<file path="src/rtl/uart_io_bridge_if.sv">
// -----------------------------------------------------------------------------
// uart_io_bridge_if
// Groups the processor IO-port bus and the TX/RX byte streams of the
// uart_io_bridge into one bundle.
//
// Signals:
//   IO_port_ID      port address from processor
//   IO_write_data   write data from processor
//   IO_write_strobe one write access per clock edge while high
//   IO_read_strobe  one read access per clock edge while high
//   IO_read_data    combinational read data to processor
//   tx_data/valid   TX FIFO head byte, first-word fall-through
//   tx_ready        downstream accepts tx_data
//   rx_data/valid   incoming byte stream
//   rx_ready        RX FIFO can accept
//   irq             level interrupt request
//
// Modports: master = processor plus stream endpoints, slave = the bridge.
// -----------------------------------------------------------------------------
interface uart_io_bridge_if;
    logic [7:0] IO_port_ID;
    logic [7:0] IO_write_data;
    logic       IO_write_strobe;
    logic       IO_read_strobe;
    logic [7:0] IO_read_data;
    logic [7:0] tx_data;
    logic       tx_valid;
    logic       tx_ready;
    logic [7:0] rx_data;
    logic       rx_valid;
    logic       rx_ready;
    logic       irq;

    modport master (
        output IO_port_ID,
        output IO_write_data,
        output IO_write_strobe,
        output IO_read_strobe,
        input  IO_read_data,
        input  tx_data,
        input  tx_valid,
        output tx_ready,
        output rx_data,
        output rx_valid,
        input  rx_ready,
        input  irq
    );

    modport slave (
        input  IO_port_ID,
        input  IO_write_data,
        input  IO_write_strobe,
        input  IO_read_strobe,
        output IO_read_data,
        output tx_data,
        output tx_valid,
        input  tx_ready,
        input  rx_data,
        input  rx_valid,
        output rx_ready,
        output irq
    );
endinterface

</file>
<file path="src/rtl/uart_io_bridge.sv">
// -----------------------------------------------------------------------------
// uart_io_bridge
// Maps a TX FIFO and an RX FIFO onto four consecutive processor IO ports:
//   BASE_ID+0 DATA   write pushes TX, read pops RX (8'h00 if RX empty)
//   BASE_ID+1 RXPRES 8'hFF if RX holds data
//   BASE_ID+2 TXFULL 8'hFF if TX is full
//   BASE_ID+3 STAT   {tx_ovf, rx_unf, 2'b0, tx_empty, rx_full, tx_full, rx_nempty}
//                    writing 1 to bit7/bit6 clears tx_ovf/rx_unf
// With LOOPBACK set, TX bytes are moved straight into the RX FIFO and the
// external stream handshakes are disabled.
//
// Ports:
//   clk100  sole clock, rising edge
//   reset   asynchronous, active-high; empties both FIFOs and clears flags
//   bus     uart_io_bridge_if.slave (processor bus, TX and RX streams, irq)
// -----------------------------------------------------------------------------
module uart_io_bridge #(
    parameter int unsigned DEPTH    = 16,
    parameter logic [7:0]  BASE_ID  = 8'h01,
    parameter bit          LOOPBACK = 1'b0
) (
    input logic             clk100,
    input logic             reset,
    uart_io_bridge_if.slave bus
);

    localparam int unsigned PtrW = (DEPTH > 1) ? $clog2(DEPTH) : 1;
    localparam int unsigned CntW = PtrW + 1;
    localparam logic [CntW-1:0] DepthCnt = CntW'(DEPTH);

    localparam logic [7:0] IdData   = BASE_ID;
    localparam logic [7:0] IdRxPres = BASE_ID + 8'd1;
    localparam logic [7:0] IdTxFull = BASE_ID + 8'd2;
    localparam logic [7:0] IdStat   = BASE_ID + 8'd3;

    // ---------------------------------------------------------------- state
    logic [7:0]      tx_mem_q [DEPTH];
    logic [PtrW-1:0] tx_wptr_q, tx_wptr_d;
    logic [PtrW-1:0] tx_rptr_q, tx_rptr_d;
    logic [CntW-1:0] tx_cnt_q, tx_cnt_d;

    logic [7:0]      rx_mem_q [DEPTH];
    logic [PtrW-1:0] rx_wptr_q, rx_wptr_d;
    logic [PtrW-1:0] rx_rptr_q, rx_rptr_d;
    logic [CntW-1:0] rx_cnt_q, rx_cnt_d;

    logic tx_ovf_q, tx_ovf_d;
    logic rx_unf_q, rx_unf_d;

    // ---------------------------------------------------------------- status
    logic       tx_empty, tx_full, rx_empty, rx_full;
    logic [7:0] tx_head, rx_head, stat_val;

    assign tx_empty = (tx_cnt_q == '0);
    assign tx_full  = (tx_cnt_q == DepthCnt);
    assign rx_empty = (rx_cnt_q == '0);
    assign rx_full  = (rx_cnt_q == DepthCnt);
    assign tx_head  = tx_mem_q[tx_rptr_q];
    assign rx_head  = rx_mem_q[rx_rptr_q];
    assign stat_val = {tx_ovf_q, rx_unf_q, 2'b00, tx_empty, rx_full, tx_full, !rx_empty};

    // ---------------------------------------------------------------- decode
    logic sel_data, sel_rxpres, sel_txfull, sel_stat;
    logic wr_data, rd_data, wr_stat;

    assign sel_data   = (bus.IO_port_ID == IdData);
    assign sel_rxpres = (bus.IO_port_ID == IdRxPres);
    assign sel_txfull = (bus.IO_port_ID == IdTxFull);
    assign sel_stat   = (bus.IO_port_ID == IdStat);

    assign wr_data = bus.IO_write_strobe & sel_data;
    assign rd_data = bus.IO_read_strobe & sel_data;
    assign wr_stat = bus.IO_write_strobe & sel_stat;

    // ---------------------------------------------------------------- FIFO control
    logic       lb_move;
    logic       tx_push, tx_pop, tx_drop;
    logic       rx_push, rx_pop, rx_under;
    logic [7:0] rx_push_data;

    assign lb_move = LOOPBACK & !tx_empty & !rx_full;

    assign tx_pop  = LOOPBACK ? lb_move : (!tx_empty & bus.tx_ready);
    // A pop on the same edge frees the slot, so a full FIFO still accepts.
    assign tx_push = wr_data & (!tx_full | tx_pop);
    assign tx_drop = wr_data & tx_full & !tx_pop;

    assign rx_push      = LOOPBACK ? lb_move : (bus.rx_valid & !rx_full);
    assign rx_push_data = LOOPBACK ? tx_head : bus.rx_data;
    assign rx_pop       = rd_data & !rx_empty;
    assign rx_under     = rd_data & rx_empty;

    always_comb begin
        tx_wptr_d = tx_wptr_q;
        tx_rptr_d = tx_rptr_q;
        tx_cnt_d  = tx_cnt_q;
        if (tx_push) tx_wptr_d = tx_wptr_q + 1'b1;
        if (tx_pop)  tx_rptr_d = tx_rptr_q + 1'b1;
        case ({tx_push, tx_pop})
            2'b10:   tx_cnt_d = tx_cnt_q + 1'b1;
            2'b01:   tx_cnt_d = tx_cnt_q - 1'b1;
            default: tx_cnt_d = tx_cnt_q;
        endcase
    end

    always_comb begin
        rx_wptr_d = rx_wptr_q;
        rx_rptr_d = rx_rptr_q;
        rx_cnt_d  = rx_cnt_q;
        if (rx_push) rx_wptr_d = rx_wptr_q + 1'b1;
        if (rx_pop)  rx_rptr_d = rx_rptr_q + 1'b1;
        case ({rx_push, rx_pop})
            2'b10:   rx_cnt_d = rx_cnt_q + 1'b1;
            2'b01:   rx_cnt_d = rx_cnt_q - 1'b1;
            default: rx_cnt_d = rx_cnt_q;
        endcase
    end

    // Sticky error flags; a new event on the clearing edge wins.
    always_comb begin
        tx_ovf_d = tx_ovf_q;
        rx_unf_d = rx_unf_q;
        if (wr_stat && bus.IO_write_data[7]) tx_ovf_d = 1'b0;
        if (wr_stat && bus.IO_write_data[6]) rx_unf_d = 1'b0;
        if (tx_drop)  tx_ovf_d = 1'b1;
        if (rx_under) rx_unf_d = 1'b1;
    end

    // ---------------------------------------------------------------- registers
    always_ff @(posedge clk100 or posedge reset) begin
        if (reset) begin
            tx_wptr_q <= '0;
            tx_rptr_q <= '0;
            tx_cnt_q  <= '0;
            rx_wptr_q <= '0;
            rx_rptr_q <= '0;
            rx_cnt_q  <= '0;
            tx_ovf_q  <= 1'b0;
            rx_unf_q  <= 1'b0;
        end else begin
            tx_wptr_q <= tx_wptr_d;
            tx_rptr_q <= tx_rptr_d;
            tx_cnt_q  <= tx_cnt_d;
            rx_wptr_q <= rx_wptr_d;
            rx_rptr_q <= rx_rptr_d;
            rx_cnt_q  <= rx_cnt_d;
            tx_ovf_q  <= tx_ovf_d;
            rx_unf_q  <= rx_unf_d;
        end
    end

    // Storage is not reset; pointers and counts define what is valid.
    always_ff @(posedge clk100) begin
        if (tx_push && !reset) tx_mem_q[tx_wptr_q] <= bus.IO_write_data;
        if (rx_push && !reset) rx_mem_q[rx_wptr_q] <= rx_push_data;
    end

    // ---------------------------------------------------------------- outputs
    always_comb begin
        bus.IO_read_data = 8'h00;
        if (bus.IO_read_strobe) begin
            if (sel_data)        bus.IO_read_data = rx_empty ? 8'h00 : rx_head;
            else if (sel_rxpres) bus.IO_read_data = rx_empty ? 8'h00 : 8'hFF;
            else if (sel_txfull) bus.IO_read_data = tx_full ? 8'hFF : 8'h00;
            else if (sel_stat)   bus.IO_read_data = stat_val;
            else                 bus.IO_read_data = 8'hFF;
        end
    end

    assign bus.tx_data  = tx_head;
    assign bus.tx_valid = LOOPBACK ? 1'b0 : !tx_empty;
    assign bus.rx_ready = LOOPBACK ? 1'b0 : !rx_full;
    assign bus.irq      = !rx_empty | tx_ovf_q | rx_unf_q;

endmodule

</file>
<file path="src/flat_wrapper.sv">
// flat-port wrapper written by rule: the top's interface ports become plain ports
module uart_io_bridge_flat 
#(
    parameter int unsigned DEPTH    = 16,
    parameter logic [7:0]  BASE_ID  = 8'h01,
    parameter bit          LOOPBACK = 1'b0
)
  (clk100, reset, bus_IO_port_ID, bus_IO_write_data, bus_IO_write_strobe, bus_IO_read_strobe, bus_IO_read_data, bus_tx_data, bus_tx_valid, bus_tx_ready, bus_rx_data, bus_rx_valid, bus_rx_ready, bus_irq);
  uart_io_bridge_if bus_i ();
  input logic clk100;
  input logic reset;
  input wire logic [$bits(bus_i.IO_port_ID)-1:0] bus_IO_port_ID;
  input wire logic [$bits(bus_i.IO_write_data)-1:0] bus_IO_write_data;
  input wire logic [$bits(bus_i.IO_write_strobe)-1:0] bus_IO_write_strobe;
  input wire logic [$bits(bus_i.IO_read_strobe)-1:0] bus_IO_read_strobe;
  output wire logic [$bits(bus_i.IO_read_data)-1:0] bus_IO_read_data;
  output wire logic [$bits(bus_i.tx_data)-1:0] bus_tx_data;
  output wire logic [$bits(bus_i.tx_valid)-1:0] bus_tx_valid;
  input wire logic [$bits(bus_i.tx_ready)-1:0] bus_tx_ready;
  input wire logic [$bits(bus_i.rx_data)-1:0] bus_rx_data;
  input wire logic [$bits(bus_i.rx_valid)-1:0] bus_rx_valid;
  output wire logic [$bits(bus_i.rx_ready)-1:0] bus_rx_ready;
  output wire logic [$bits(bus_i.irq)-1:0] bus_irq;
  assign bus_i.IO_port_ID = bus_IO_port_ID;
  assign bus_i.IO_write_data = bus_IO_write_data;
  assign bus_i.IO_write_strobe = bus_IO_write_strobe;
  assign bus_i.IO_read_strobe = bus_IO_read_strobe;
  assign bus_IO_read_data = bus_i.IO_read_data;
  assign bus_tx_data = bus_i.tx_data;
  assign bus_tx_valid = bus_i.tx_valid;
  assign bus_i.tx_ready = bus_tx_ready;
  assign bus_i.rx_data = bus_rx_data;
  assign bus_i.rx_valid = bus_rx_valid;
  assign bus_rx_ready = bus_i.rx_ready;
  assign bus_irq = bus_i.irq;
  uart_io_bridge #(.DEPTH(DEPTH), .BASE_ID(BASE_ID), .LOOPBACK(LOOPBACK)) u_core (.clk100(clk100), .reset(reset), .bus(bus_i));
endmodule
</file>
<file path="config.mk">
export PLATFORM = sky130hd
export DESIGN_NAME = uart_io_bridge_flat
export DESIGN_NICKNAME = d
export VERILOG_FILES = /design/src/rtl/uart_io_bridge_if.sv /design/src/rtl/uart_io_bridge.sv /design/src/flat_wrapper.sv
export SDC_FILE = /design/constraint.sdc
export NUM_CORES = 1
export LEC_CHECK = 0
export ABC_CLOCK_PERIOD_IN_PS = 3700
export BUFFER_PORTS_ARGS = -buffer_cell sky130_fd_sc_hd__clkbuf_2
export CORE_MARGIN = 2
export CORE_UTILIZATION = 61
export CTS_CLUSTER_DIAMETER = 60
export CTS_CLUSTER_SIZE = 14
export DETAILED_ROUTE_END_ITERATION = 16
export HOLD_SLACK_MARGIN = 0.03
export PLACE_DENSITY_LB_ADDON = 0.15
export SYNTH_ARGS = -nofsm -noshare
export SYNTH_HDL_FRONTEND = slang
export SYNTH_SLANG_ARGS = --single-unit
export TNS_END_PERCENT = 30
</file>
<file path="constraint.sdc">
create_clock -name clk100 -period 3.7 [get_ports clk100]
set_input_delay 0.185 -clock clk100 [delete_from_list [all_inputs] [get_ports clk100]]
set_output_delay 0.185 -clock clk100 [all_outputs]
set_load 0.01 [all_outputs]
</file>
==> results of run 1 <==
cell type report:
cell class,count,area (µm²)
sequential,284,8391
fill,1196,5759
multi-input combinational,321,3204
clock buffer,42,689.4
timing repair buffer,60,352.8
tap,260,325.3
clock inverter,2,60.06
inverter,13,48.80
metal layers:
layer	wire length, µm	vias to the layer above	global-route usage, %
li1	-	2679	-
met1	10980	3229	40.10
met2	11250	244	36.06
met3	1821	22	4.460
met4	316	0	5.055
met5	0	-	0
sequential cells by signal (all words and copies together) (netlist names), 4 cells and up:
signal	cells
u_core.rx_rptr_q	4
u_core.tx_rptr_q	4
u_core.tx_wptr_q	4
u_core.rx_wptr_q	4
u_core.rx_cnt_q	5
u_core.tx_mem_q	128
u_core.rx_mem_q	128
u_core.tx_cnt_q	5
through the flow:
step / utilization (%) / cell area [µm²] / total power [mW] / cells
final: 69.42 / 13070 / 8.076 / 982
after global routing: 69.42 / 13070 / 8.385 / 982
after CTS: 69.42 / 13070 / 8.130 / 982
after detailed placement: 65.22 / 12280 / 5.665 / 934
after global placement: 65.22 / 12280 / 5.597 / 934
after floorplan: - / 11820 / 5.148 / 647
critical path, stage by stage (launching register included):
cell      delay [ps]
dfrtp_2          840
buf_4            350
mux2i_1          110
a22oi_1          230
and3_1           270
a31oi_1           60
a211oi_1         390
clkbuf_2         210
final timing paths:
kind,endpoint,slack (ps)
worst max-delay path,bus_IO_read_data[5],490
worst min-delay path,u_core.rx_mem_q[1][0],100
worst max register to register,u_core.rx_cnt_q[4],640
worst min register to register,u_core.rx_unf_q,520
max in group asynchronous,u_core.tx_rptr_q[0],2850
min in group asynchronous,u_core.rx_wptr_q[2],180
power by group through the flow:
stage / registers (mW) / logic, mW / clock network (mW)
floorplan: 3.84 / 1.31 / 0
global placement: 3.99 / 1.61 / 0
detailed placement: 4.00 / 1.66 / 0
CTS: 3.94 / 1.69 / 2.50
global route: 3.97 / 1.80 / 2.61
finish: 3.94 / 1.67 / 2.47
layout by cell type (no fill, tap or decap), drive strengths merged, types with 3 or more instances in the layout:
cell         synthesis  layout
inv                 13      13
o21a                 3       3
nand4                4       4
buf                 18       8
xnor2               17      17
nor2                49      49
edfxtp             256     256
dlygate4sd3          0       4
o21ai                8       8
nor4                 7       7
mux4                59      59
dfrtp               28      28
nand3b               3       3
nand2               21      21
clkbuf              11      90
mux2                 5       5
a31oi                3       3
a211oi               4       4
nand3               11      11
a21oi                7       7
mux2i               29      29
ha                  17      17
a22oi               16      16
xor2                 6       6
nor2b               16      16
and3                 8       8
nor3                 5       5
timing repair:
item	in CTS	in global routing
resized for setup	0	0
hold buffers	4	0
hold endpoints to repair	32	0
setup buffers	0	0
cells by family (layout without fill, tap and decap cells):
| kind of cell | Yosys count | in the layout | synth area share (%) |
|---|---|---|---|
| flip-flops | 284 | 284 | 70.97 |
| AND/OR/NAND/NOR | 134 | 134 | 5.685 |
| multiplexers | 93 | 93 | 14.24 |
| AO/OA/AOI/OAI | 53 | 53 | 3.515 |
| buffers and inverters | 42 | 117 | 1.916 |
| XOR/XNOR | 23 | 23 | 1.704 |
| adder cells (fa/ha/maj) | 18 | 18 | 1.969 |
==> results.md, run 1 <==
* Total track usage at 24.77%
* Clock Path Buffers at 3
* Worst Hold Slack at 98.46 ps
* Overall die area at 0.02050 mm²
* Slew of the pin with the lowest slew margin at 899.6 ps
* # setup viols final at 0
* Synth cell types at 52
* Vias post-DR at 6,174
* Crit Path Class: reg -> out
* Slew margin rel. at 39.81%
* Placement Setup Slack at 681.8 ps
* CP Capture Type: output pin
* First-pass GRT wire length at 37,020 µm
* Antenna violations before repair at 0
* First DRT Iteration DRCs at 578
* # rows at 50
* Max-cap violation count at 0
* Gate power share at 20.7%
* HPWL Detailed at 16,360 µm
* Vias in the first global route at 6,114
* Crit Path Max Fanout at 25
* # diodes at 0
* I/O pin count at 49
* Pint at 5.922 mW
* Core area at 0.01883 mm²
* Mapped Cells at 647
* Clock Skew at 24.77 ps
* Sw Share at 26.68%
* Avg Cell Area, Syn at 18.27 µm²
* Post-synthesis sequential area ratio at 70.97%
* Reg2reg start: u_core.rx_cnt_q[1]
* Synth cell count leaders: edfxtp_1, mux4_2, nor2_1, mux2i_1, dfrtp_1
* Worst setup SP type: flip-flop
* Total leakage power at 4.293 nW
* Die width at 143.2 µm
* Nets@finish at 752
* Clock Power Share at 30.5%
* Data required, critical path at 3510 ps
* Most used DFF post-synth: edfxtp_1
* Slew Limit Fails at 0
* Chip height at 143.2 µm
* Net Sw Power at 2.155 mW
* IO buf count at 48
* Wire per inst at 24.81 µm
* Yosys top cell area share at 65.04%
* Power Dens Cells at 617.9 mW/mm²
* Hold Crit Start: bus_rx_data[0]
* Clk Latency, worst-skew pair at 530 ps
* Clk sinks at 284
* Clk root buf: clkbuf_16
* DRT Wirelength at 24,360 µm
* Final worst slack at 490.8 ps
* Largest net degree at the start of global routing at 31
* F_max at 311.6 MHz
* Hold depth at 1
* Area grow syn2layout at 10.60%
* Worst Setup SP: u_core.rx_rptr_q[1]
* RSZ-0062 raised after global routing: no
* Period Utilization, post-route at 86.73%
* Yosys warnings at 0
* Count leader, synth: edfxtp_1
* Synth area leader: edfxtp_1
* Share of post-route cells with drive strength above 1 at 22.02%
* Vias per cell at 6.287
* Post-synthesis instance area at 0.01182 mm²
* Htree depth at 1
* Seq pwr share at 48.8%
* Hold Vio Cnt, Final at 0
* Outcome: complete, no violations
* VDD IR-drop max at 0.0004432 V
* Path type of the worst min-delay path: in -> reg
* #FFs+latches synth at 284
* Ys async rst share at 9.859%
* Initial core utilization at 62.76%
* DRT Pass-1 Iters at 5
* Post-layout minimum cycle time at 3209 ps
* Arrival time worst endpoint at 3020 ps
* Worst r2r path cells at 12
* Total grt overflow at 0
* Final GP Congestion at 0.8272
* CTS Buf Count at 24
* Antenna Nets Post-Route at 0
* Setup TNS at 0 ps
* CTS tree: built
* DR DRC count at 0
* Post-synth EDFFs at 256
* Top cells by area, synth: edfxtp_1, mux4_2, dfrtp_1
* Mapped Nets at 695
* CTS clk-pin slew, worst paths at 70 ps
(Power assumes the default switching activity.)
==> run 2: changes to the inputs <==
--- a/config.mk
+++ b/config.mk
@@ -5,10 +5,10 @@
 export SDC_FILE = /design/constraint.sdc
 export NUM_CORES = 1
 export LEC_CHECK = 0
-export ABC_CLOCK_PERIOD_IN_PS = 3700
+export ABC_CLOCK_PERIOD_IN_PS = 4100
 export BUFFER_PORTS_ARGS = -buffer_cell sky130_fd_sc_hd__clkbuf_2
 export CORE_MARGIN = 2
-export CORE_UTILIZATION = 61
+export CORE_UTILIZATION = 66
 export CTS_CLUSTER_DIAMETER = 60
 export CTS_CLUSTER_SIZE = 14
 export DETAILED_ROUTE_END_ITERATION = 16
==> constraint.sdc (replaced) <==
create_clock -name clk100 -period 4.1 [get_ports clk100]
set_input_delay 0.205 -clock clk100 [delete_from_list [all_inputs] [get_ports clk100]]
set_output_delay 0.205 -clock clk100 [all_outputs]
set_load 0.01 [all_outputs]
==> results.md, run 2 (synthesis results as in run 1) <==
* Outcome: complete, no violations
* Max-cap violation count at 0
* HPWL Detailed at 15,260 µm
* Antenna Nets Post-Route at 0
* # diodes at 0
* F_max at 282.0 MHz
* Largest registers: u_core.rx_mem_q (128), u_core.tx_mem_q (128)
* Wire per inst at 25.09 µm
* Vias post-DR at 6,177
* RSZ-0062 raised after global routing: no
* Die width at 137.8 µm
* Crit Path Max Fanout at 28
* First DRT Iteration DRCs at 596
* Post-cts sizing count at 0
* Clock Skew at 23.57 ps
* Final core utilization at 74.50%
* Power Dens Cells at 548.3 mW/mm²
* Placed Instances at 901
* CTS Buf Count at 24
* Tot Pwr at 7.114 mW
* Post-layout minimum cycle time at 3546 ps
* Largest net degree at the start of global routing at 36
* Worst setup SP type: flip-flop
* Final GP Congestion at 0.8582
* DR DRC count at 0
* Htree depth at 1
* CTS clk-pin slew, worst paths at 60 ps
* Arrival time worst endpoint at 3340 ps
* Share of post-route cells with drive strength above 1 at 22.41%
* CP top delay family: simple AND/OR/NAND/NOR gates
* Hold Crit Start: bus_IO_write_strobe
* Vias per cell at 6.516
* Final cell count without fillers at 948
* Net Sw Power at 1.908 mW
* CP peak stage delay at 850 ps
* Clk root buf: clkbuf_16
* Period Utilization, post-route at 86.48%
* DRT Pass-1 Iters at 5
* IO buf count at 48
* Total leakage power at 4.274 nW
* Chip height at 137.8 µm
* Clock Power Share at 29.3%
* Final worst slack at 554.3 ps
* Most frequent cells in the layout: edfxtp_1, mux4_2, nor2_1
* VDD IR-drop max at 0.0004262 V
* Hold Vio Cnt, Final at 0
* Area grow syn2layout at 9.782%
* Reg2reg start: u_core.rx_cnt_q[1]
* # setup viols final at 0
* DRT Wirelength at 23,790 µm
* I/O pin count at 49
* Path type of the worst min-delay path: in -> reg
* Setup TNS at 0 ps
* Commonest non-fill, non-tap cell in the layout: edfxtp_1
* Placement Setup Slack at 1083 ps
* Buf+Inv Stages, Crit Path at 2
* Slew margin rel. at 38.12%
* Slew Limit Fails at 0
* Sw Share at 26.81%
* Cts hold-fix bufs at 3
* Data required, critical path at 3890 ps
* Vias in the first global route at 6,292
* Antenna violations before repair at 1
* # rows at 48
* Crit Path Class: reg -> out
* Clk Latency, worst-skew pair at 520 ps
* CP Capture Type: output pin
* Total grt overflow at 0
* Worst Setup SP: u_core.rx_rptr_q[1]
* CTS tree: built
* Core area at 0.01742 mm²
* Slowest-stage cell, CP: dfrtp_2
* Initial core utilization at 67.86%
* Nets@finish at 753
* Seq pwr share at 51.2%
* First-pass GRT wire length at 36,110 µm
* Pint at 5.206 mW
* Slew of the pin with the lowest slew margin at 924.8 ps
* Worst path cell trace: buf_4 -> mux2i_1 -> a22oi_1 -> and3_1 -> nor4_1 -> a211oi_1 -> clkbuf_2
* Gate power share at 19.4%
* Clock Path Buffers at 3
* Overall die area at 0.01899 mm²
* Clk sinks at 284
* Setup bufs post-CTS at 0
* Total track usage at 26.53%
==> run 2: layout make-up <==
class                   count  area (µm²)
flip-flops and latches    284        8392
multi-input cells         321        3204
inverters                  13       48.80
well taps                 225       281.5
clock inverters             2       13.76
fillers                  1024        4442
repair buffers             61       345.3
clock buffers              42       689.4
==> run 2: layer usage <==
metal  part of all wire (%)  vias to the layer above  track usage [%]
li1                       -                     2679                -
met4                    2.2                        2            6.746
met3                    9.8                       48            6.328
met5                  0.042                        -                0
met2                     47                      302            41.18
met1                     40                     3146            38.95
==> run 2: path summary, 6_finish.rpt <==
check	end	slack, ps	depth (start not counted)
min in group asynchronous	u_core.tx_wptr_q[2]	470	4
worst min register to register	u_core.rx_unf_q	530	1
worst min-delay path	u_core.tx_ovf_q	50	2
max in group asynchronous	u_core.rx_rptr_q[1]	3300	4
worst max-delay path	bus_IO_read_data[2]	550	7
worst max register to register	u_core.rx_cnt_q[4]	1020	12
==> run 2: power by group through the flow <==
| stage | combinational, mW | clock [mW] | sequential (mW) |
|---|---|---|---|
| final | 1.38 | 2.09 | 3.65 |
| after detailed placement | 1.37 | 0 | 3.71 |
| after global placement | 1.33 | 0 | 3.69 |
| after global routing | 1.51 | 2.21 | 3.68 |
| after floorplan | 1.18 | 0 | 3.46 |
| after CTS | 1.39 | 2.11 | 3.65 |
==> run 2: per-stage QoR <==
step                hold WS [ps]  instance area (µm²)
floorplan                  303.9                11820
global placement           463.5                12240
CTS                        38.26                12970
detailed placement         479.8                12240
finish                     50.81                12970
global route               58.29                12970
